==> config.mk <==
export PLATFORM = sky130hd
export DESIGN_NAME = calc_op_sequencer
export DESIGN_NICKNAME = d
export VERILOG_FILES = /design/src/rtl/calc_op_sequencer.sv
export SDC_FILE = /design/constraint.sdc
export NUM_CORES = 1
export LEC_CHECK = 0
export ABC_AREA = 1
export CORE_MARGIN = 2
export CORE_UTILIZATION = 40
export CTS_BUF_LIST = sky130_fd_sc_hd__clkbuf_4
export DETAILED_ROUTE_END_ITERATION = 10
export DONT_BUFFER_PORTS = 1
export PLACE_DENSITY_LB_ADDON = 0.3
export SKIP_CTS_REPAIR_TIMING = 1
export SLEW_MARGIN = 20
export SYNTH_ARGS = -nofsm -noshare
export SYNTH_HDL_FRONTEND = slang
export SYNTH_SLANG_ARGS = --single-unit
export TNS_END_PERCENT = 1
==> constraint.sdc <==
create_clock -name clk -period 1.7 [get_ports clk]
set_clock_uncertainty 0.2 [all_clocks]
set_input_delay 0.085 -clock clk [delete_from_list [all_inputs] [get_ports clk]]
set_output_delay 0.085 -clock clk [all_outputs]
set_load 0.03 [all_outputs]
==> src/rtl/calc_op_sequencer.sv <==
// calc_op_sequencer: sequences one matrix operation from request through operand
// selection (with bounded retries after selector errors) and compute, reporting
// done / fail / abort to the UI layer.
//
// state      | meaning
// -----------+--------------------------------------------------------------
// IDLE       | waiting for op_req
// SEL_REQ    | sel_start pulse, kicks off operand selection
// SEL_WAIT   | waiting for sel_done or sel_error (no timeout: manual entry)
// ERR_HOLD   | holding ERR_HOLD_CYCLES cycles after a selector error
// SEL_CLR    | sel_start pulse that clears the selector out of its ERROR state
// SEL_GAP    | one idle cycle before the restart pulse
// CALC_REQ   | alu_start pulse with latched op type and operand IDs
// CALC_WAIT  | waiting for alu_done, bounded by CALC_TIMEOUT cycles
// FINISH     | op_done pulse
// FAIL       | op_fail pulse, fail_code already valid
module calc_op_sequencer #(
    parameter int ERR_HOLD_CYCLES = 16,
    parameter int RETRY_MAX       = 2,
    parameter int CALC_TIMEOUT    = 1024
) (
    input  logic       clk,
    input  logic       rst_n,
    input  logic       op_req,
    input  logic [2:0] op_type,
    input  logic       manual_mode,
    input  logic       abort,
    output logic       sel_start,
    output logic       sel_manual,
    output logic [2:0] sel_op_type,
    input  logic       sel_done,
    input  logic       sel_error,
    input  logic [3:0] sel_a,
    input  logic [3:0] sel_b,
    output logic       alu_start,
    output logic [2:0] alu_op,
    output logic [3:0] alu_id_a,
    output logic [3:0] alu_id_b,
    input  logic       alu_done,
    output logic       busy,
    output logic       op_done,
    output logic       op_fail,
    output logic [1:0] fail_code,
    output logic [1:0] retry_cnt
);

    // One down-counter serves both the error hold and the compute timeout;
    // it is sized for the larger of the two.
    localparam int CNT_MAX = (CALC_TIMEOUT > ERR_HOLD_CYCLES) ? CALC_TIMEOUT : ERR_HOLD_CYCLES;
    localparam int CNT_W   = $clog2(CNT_MAX + 1);

    // Counters are loaded with N-1 and expire on the cycle they read zero,
    // so the owning state lasts exactly N cycles.
    localparam logic [CNT_W-1:0] HOLD_LOAD = CNT_W'(ERR_HOLD_CYCLES - 1);
    localparam logic [CNT_W-1:0] CALC_LOAD = CNT_W'(CALC_TIMEOUT - 1);
    localparam logic [1:0]       RETRY_LIM = 2'(RETRY_MAX);

    localparam logic [1:0] FC_NONE    = 2'b00;
    localparam logic [1:0] FC_SEL     = 2'b01;
    localparam logic [1:0] FC_TIMEOUT = 2'b10;
    localparam logic [1:0] FC_ABORT   = 2'b11;

    typedef enum logic [3:0] {
        S_IDLE,
        S_SEL_REQ,
        S_SEL_WAIT,
        S_ERR_HOLD,
        S_SEL_CLR,
        S_SEL_GAP,
        S_CALC_REQ,
        S_CALC_WAIT,
        S_FINISH,
        S_FAIL
    } state_t;

    state_t           state_q, state_nxt;
    logic [CNT_W-1:0] cnt_q, cnt_nxt;
    logic [1:0]       retry_nxt;
    logic [1:0]       fail_nxt;
    logic             accept;
    logic             latch_ids;
    logic             abort_ok;

    // Next-state, counter and status decisions for the sequencer.
    always_comb begin
        state_nxt = state_q;
        cnt_nxt   = cnt_q;
        retry_nxt = retry_cnt;
        fail_nxt  = fail_code;
        accept    = 1'b0;
        latch_ids = 1'b0;
        abort_ok  = abort && (state_q != S_IDLE) && (state_q != S_FINISH) && (state_q != S_FAIL);

        if (abort_ok) begin
            // Abort outranks any done/error arriving in the same cycle.
            state_nxt = S_FAIL;
            fail_nxt  = FC_ABORT;
        end else begin
            case (state_q)
                S_IDLE: begin
                    if (op_req) begin
                        accept    = 1'b1;
                        retry_nxt = 2'd0;
                        fail_nxt  = FC_NONE;
                        state_nxt = S_SEL_REQ;
                    end
                end
                S_SEL_REQ: state_nxt = S_SEL_WAIT;
                S_SEL_WAIT: begin
                    if (sel_done) begin
                        latch_ids = 1'b1;
                        state_nxt = S_CALC_REQ;
                    end else if (sel_error) begin
                        cnt_nxt   = HOLD_LOAD;
                        state_nxt = S_ERR_HOLD;
                    end
                end
                S_ERR_HOLD: begin
                    if (cnt_q == '0) begin
                        if (retry_cnt < RETRY_LIM) begin
                            retry_nxt = retry_cnt + 2'd1;
                            state_nxt = S_SEL_CLR;
                        end else begin
                            fail_nxt  = FC_SEL;
                            state_nxt = S_FAIL;
                        end
                    end else begin
                        cnt_nxt = cnt_q - 1'b1;
                    end
                end
                S_SEL_CLR: state_nxt = S_SEL_GAP;
                S_SEL_GAP: state_nxt = S_SEL_REQ;
                S_CALC_REQ: begin
                    cnt_nxt   = CALC_LOAD;
                    state_nxt = S_CALC_WAIT;
                end
                S_CALC_WAIT: begin
                    if (alu_done) begin
                        state_nxt = S_FINISH;
                    end else if (cnt_q == '0) begin
                        fail_nxt  = FC_TIMEOUT;
                        state_nxt = S_FAIL;
                    end else begin
                        cnt_nxt = cnt_q - 1'b1;
                    end
                end
                S_FINISH: state_nxt = S_IDLE;
                S_FAIL:   state_nxt = S_IDLE;
                default:  state_nxt = S_IDLE;
            endcase
        end
    end

    // State and shared down-counter registers.
    always_ff @(posedge clk or negedge rst_n) begin
        if (!rst_n) begin
            state_q <= S_IDLE;
            cnt_q   <= '0;
        end else begin
            state_q <= state_nxt;
            cnt_q   <= cnt_nxt;
        end
    end

    // Registered outputs decoded from the next state so pulses line up with their state.
    always_ff @(posedge clk or negedge rst_n) begin
        if (!rst_n) begin
            sel_start   <= 1'b0;
            sel_manual  <= 1'b0;
            sel_op_type <= 3'd0;
            alu_start   <= 1'b0;
            alu_op      <= 3'd0;
            alu_id_a    <= 4'd0;
            alu_id_b    <= 4'd0;
            busy        <= 1'b0;
            op_done     <= 1'b0;
            op_fail     <= 1'b0;
            fail_code   <= FC_NONE;
            retry_cnt   <= 2'd0;
        end else begin
            sel_start <= (state_nxt == S_SEL_REQ) || (state_nxt == S_SEL_CLR);
            alu_start <= (state_nxt == S_CALC_REQ);
            busy      <= (state_nxt != S_IDLE);
            op_done   <= (state_nxt == S_FINISH);
            op_fail   <= (state_nxt == S_FAIL);
            fail_code <= fail_nxt;
            retry_cnt <= retry_nxt;
            if (accept) begin
                sel_manual  <= manual_mode;
                sel_op_type <= op_type;
                alu_op      <= op_type;
            end
            if (latch_ids) begin
                alu_id_a <= sel_a;
                alu_id_b <= sel_b;
            end
        end
    end

endmodule

=== Word level (Yosys, flattened, before mapping) ===
Index checks and enable logic that the tools add are counted.

* Register bits: 36
* Input port bits: 19
* Output and inout bits: 24
* Word-level logic and storage cells: 86

* Add/sub/neg operators: 2
* $lt $le $gt $ge: 1
* Eq/ne operators: 25
* Multiplexer cells: 30
* Bitwise operators: 1
* Reduce and logical (&&, ||, !) cells: 14

{| class="wikitable"
|+ Operators by type and width
! operator !! count
|-
| $mux 11 || 4
|-
| $pmux 11 s4 || 1
|-
| $mux 4 || 8
|-
| $pmux 4 s8 || 1
|-
| $eq 4x3->1 const B || 6
|-
| $mux 2 || 8
|-
| $reduce_bool 4->1 || 4
|-
| $ne 3x3->1 const B || 5
|-
| $ne 2x2->1 const B || 6
|-
| $logic_not 11->1 || 1
|-
| $sub 11x1->11 const B || 1
|-
| $reduce_and 5->1 || 2
|-
| $eq 4x1->1 const B || 2
|-
| $eq 4x2->1 const B || 2
|-
| $eq 4x4->1 const B || 2
|-
| $ne 4x4->1 const B || 2
|-
| $mux 1 || 6
|-
| $pmux 2 s3 || 1
|-
| $reduce_and 6->1 || 1
|-
| $logic_not 4->1 || 1
|-
| $pmux 2 s2 || 1
|-
| $logic_and 1x1->1 || 3
|-
| $add 2x1->2 const B || 1
|-
| $lt 2x2->1 const B || 1
|-
| 3 further kinds || 3
|}

=== Logic depth before layout (Yosys ltp) ===
* Depth after elaboration: 7
* Depth in mapped cells: 13
* Mapped depth without buffers: 13

=== Worst setup path after synthesis ===
No wires, ideal clock.

* Kind: flip-flop to flip-flop
* From: register cnt_q[0]
* To: register cnt_q[4]
* Setup time: 0.130 ns
* Arrival time: 1.417 ns
* Data required time: 1.370 ns
* Slack: -0.047 ns
* Cell stages (with the launch flop): 13
* Buffers on the path: 1
* Clock period less this slack: 1.747 ns
* Path through: dfrtp_1 -> inv_1 -> ha_1 -> inv_1 -> nor2_1 -> nand3_1 -> nor2_1 -> a21boi_1 -> nand2_2 -> inv_2 -> buf_6 -> nor2_1 -> a21oi_1

* Cells in the longest elaborated chain, start to end: 4
* Elaborated cells on any way between the ends: 5
* Those cells by class: 1 x add/sub; 3 x mux; 1 x reduce/logical

{| class="wikitable"
|+ RTL lines
! element !! line !! RTL
|-
| start: declaration || 77 || <nowiki>logic [CNT_W-1:0] cnt_q, cnt_nxt;</nowiki>
|-
| start signal: assignment || 161 || <nowiki>cnt_q <= cnt_nxt;</nowiki>
|-
| $sub 11x1->11 / $logic_not 11->1 (equally long branches) || -- ||
|-
| $mux 11 (*) || 119, 140 ||
|-
| $mux 11 || 138 || <nowiki>if (alu_done) begin</nowiki>
|-
| $pmux 11 s4 (*) || 99 || <nowiki>case (state_q)</nowiki>
|}

Every way passes the cells marked *; elsewhere a longest branch is shown, timed or not. The select of a mux whose other input is x is not followed.
A chain may end at the register's enable or synchronous reset.

=== Worst setup path in the final report ===
* From: register state_q[0]
* To: register sel_start

* Cells in the longest elaborated chain, start to end: 7
* Elaborated cells on any way between the ends: 25
* Those cells by class: 11 x eq/ne; 8 x mux; 6 x reduce/logical

{| class="wikitable"
|+ RTL lines
! element !! line !! RTL
|-
| start: declaration || 76 || <nowiki>state_t state_q, state_nxt;</nowiki>
|-
| start signal: assignment || 160 || <nowiki>state_q <= state_nxt;</nowiki>
|-
| parallel branches: the longest is 4 deep, another holds $pmux 4 s8 || -- ||
|-
| $mux 4 (*) || 94 || <nowiki>if (abort_ok) begin</nowiki>
|-
| via state_nxt[0] || 76 ||
|-
| $eq 4x1->1 / $eq 4x3->1 (equally long branches) || 181 || <nowiki>sel_start <= (state_nxt == S_SEL_REQ) || (state_nxt == S_SEL_CLR);</nowiki>
|-
| $logic_or 1x1->1 (*) || 181 ||
|-
| end signal: assignment || 181 ||
|-
| end: declaration || 28 || <nowiki>output logic sel_start,</nowiki>
|}

Mark *: on every way through the listed nets, which the timed path passes.

==> flow_summary.json <==
{
  "outcome": "complete, but fails checks",
  "failed_checks": "setup timing",
  "postLayoutCellArea_um2": 2701,
  "htree_levels": 2,
  "count_of_maximum_capacitance_violations": 0,
  "dr_wl_met2_mm": 2.436,
  "grt_overflow": 0,
  "finalCriticalPeriod_ns": 1.798,
  "dr.pass1.iters": 4,
  "postSynthCellCount": 245,
  "postSynthNetCount": 266,
  "worst_setup_path_end_kind": "flip-flop",
  "finalHoldViolCount": 0,
  "post-route-drc-count": 0,
  "worstSkewPairLatency_ns": 0.36,
  "synth.top_cell.area_share": 0.4781,
  "groute.usage.overall": 0.1786,
  "dieArea_um2": 5276,
  "maxSlewViolCount": 0,
  "worst_path_maximum_fanout": 4,
  "globalplace.congestion": 0.8992,
  "detailedPlacementHpwl_mm": 3.289,
  "clk_pin_slew_worst_paths_ns": 0.12,
  "grt_pass1_wl_mm": 7.348,
  "synth-async-reset-ratio": 1.000,
  "rsz0062_at_grt": "true",
  "die_x_um": 72.64,
  "cp_data_arrival_time_ns": 1.87,
  "timing.final.crit_share": 1.058,
  "design.portCount": 43,
  "min_from": "sel_error",
  "syn_avg_cell_area_um2": 7.691,
  "drt-initial-drc-count": 139,
  "final_net_count": 335,
  "pwr_density_nw_per_um2": 1844,
  "grt_max_degree": 37,
  "worst_setup_path_startpoint": "state_q[0]",
  "setup_tns_ns": -1.049,
  "route.final.wire_length_mm": 4.745,
  "power.static_leakage_nw": 1.296,
  "clk_root_buffer_cell": "sky130_fd_sc_hd__clkbuf_4",
  "synth_enable_flop_cells": 0,
  "hold-worst-slack_ns": 0.04950,
  "hold_class": "input pin to flip-flop",
  "insertedDiodeCount": 0,
  "post_drt_via_cell_ratio": 4.954,
  "syn-cell-area_um2": 1884,
  "clockBufferDepth": 2,
  "synth_seq_area_share": 0.4781,
  "floorplan.initialDensity": 0.4240,
  "worst_slew_pin_slew_ns": 0.3203,
  "synth_area_leaders": "sky130_fd_sc_hd__dfrtp_1 (48%), sky130_fd_sc_hd__nand2_1 (13%), sky130_fd_sc_hd__nor2_1 (6.2%), sky130_fd_sc_hd__inv_1 (5.8%), sky130_fd_sc_hd__nand3_1 (4.8%)",
  "area_delta_synth_final_pct": 43.36,
  "top_layer": "met4",
  "grt_pass1_vias": 1647,
  "dpl_cell_area_um2": 2223,
  "setup_violations": 16,
  "met3WireLength_um": 216,
  "layout_commonest_cell": "sky130_fd_sc_hd__nand2_1",
  "dieHeight_um": 72.64,
  "routedLengthMet1_mm": 2.045,
  "post_route_cells_drive_above_1_share": 0.3460,
  "synthDominantAreaCellType": "sky130_fd_sc_hd__dfrtp_1",
  "routed-via-count": 1818,
  "row_count": 24,
  "io_buffer_count": 0,
  "wl_per_cell_um": 12.93,
  "tritoncts": "built",
  "postLayoutSetupSlackWorst_ns": -0.09818,
  "tritoncts_sink_count": 36,
  "most-common-layout-cells": "sky130_fd_sc_hd__nand2_1 (60), sky130_fd_sc_hd__buf_4 (45), sky130_fd_sc_hd__dfrtp_1 (35)",
  "worstSetupStartpointType": "flip-flop",
  "antenna_found_initial": 0,
  "ys_types": 27,
  "synth-main-ff-cell": "sky130_fd_sc_hd__dfrtp_1",
  "fmax_mhz": 556.1,
  "yosys_register_bits": 36,
  "peakVddDrop_uv": 1264,
  "dp_slack_ns": -0.1717,
  "number_of_cts_inserted_buffers": 5,
  "synth.yosys.warnings": 0,
  "core_um2": 4444,
  "filler_cell_count": 396,
  "worstPathRequired_ns": 1.77,
  "reg2reg_from": "state_q[0]",
  "critical_path_class": "flip-flop to flip-flop",
  "ant_nets": 0,
  "timing.slew.headroom": 0.7848
}
[report_power, final]
part	internal [W]	switching, W
registers	0.00123	0.000568
clock network	0.000191	0.000295
logic	0.00119	0.00151
total	0.00261	0.00237
[per-stage QoR]
stage,total power (W),instances,util
6_report,0.004981,367,0.6078
5_1_grt,0.005359,367,0.6078
4_1_cts,0.004489,342,0.5130
3_5_place_dp,0.003992,334,0.5003
3_3_place_gp,0.003958,334,0.5003
2_1_floorplan,0.003148,245,-
[sequential cells by signal (all words and copies together), names as in the netlist, 2 cells and up]
signal     count
fail_code      2
alu_op         3
cnt_q         11
alu_id_b       4
alu_id_a       4
state_q        4
retry_cnt      2
[synth_stat cells (3+ instances only)]
cell type / instances
sky130_fd_sc_hd__a21oi_1: 15
sky130_fd_sc_hd__buf_4: 3
sky130_fd_sc_hd__dfrtp_1: 36
sky130_fd_sc_hd__inv_1: 29
sky130_fd_sc_hd__mux2_2: 4
sky130_fd_sc_hd__nand2_1: 67
sky130_fd_sc_hd__nand3_1: 18
sky130_fd_sc_hd__nor2_1: 31
sky130_fd_sc_hd__nor2_2: 4
sky130_fd_sc_hd__nor3_1: 4
sky130_fd_sc_hd__o21ai_0: 12
[worst max-delay path: stages, from the launching register on]
cell and delay [ns]:
sky130_fd_sc_hd__dfrtp_1 0.43, sky130_fd_sc_hd__inv_2 0.10, sky130_fd_sc_hd__buf_4 0.11, sky130_fd_sc_hd__buf_4 0.10
sky130_fd_sc_hd__a21oi_1 0.05, sky130_fd_sc_hd__and2_1 0.14, sky130_fd_sc_hd__nor2_1 0.22, sky130_fd_sc_hd__nand3_4 0.14
sky130_fd_sc_hd__nand2_2 0.09, sky130_fd_sc_hd__inv_1 0.04, sky130_fd_sc_hd__nand3_1 0.06, sky130_fd_sc_hd__nand2_1 0.04
[final timing paths]
path | slack [ns] | depth (start not counted) | to
hold reg to reg | 0.32 | 1 | alu_op[1]
setup / recovery | -0.1 | 11 | sel_start
hold / removal | 0.05 | 6 | cnt_q[10]
min in group asynchronous | 0.50 | 3 | cnt_q[0]
setup reg to reg | -0.1 | 11 | sel_start
max in group asynchronous | 0.60 | 3 | state_q[1]
[kinds of logic after synthesis]
| kind of cell | synth area share |
|---|---|
| XOR/XNOR | 0.004649 |
| AND/OR/NAND/NOR | 0.2922 |
| buffers and inverters | 0.08300 |
| multiplexers | 0.02390 |
| adder cells (fa/ha/maj) | 0.01328 |
| flip-flops | 0.4781 |
| AO/OA/AOI/OAI | 0.1049 |
[routing by layer]
metal  vias to the layer above  global-route usage
met2                        41              0.2889
met5                         -                   0
li1                        921                   -
met4                         0             0.06584
met3                         5             0.05110
met1                       851              0.2280
[final cells by class]
class | instances | area [um^2] | share of cell area
Sequential cell | 36 | 902.1 | 0.3340
Inverter | 32 | 127.6 | 0.04724
Clock inverter | 1 | 3.754 | 0.001390
Timing Repair inverter | 1 | 5.005 | 0.001853
Multi-Input combinational cell | 173 | 996.0 | 0.3687
Timing Repair Buffer | 65 | 549.3 | 0.2033
Tap cell | 52 | 65.06 | 0.02409
Clock buffer | 7 | 52.55 | 0.01945
(Power assumes the default switching activity.)
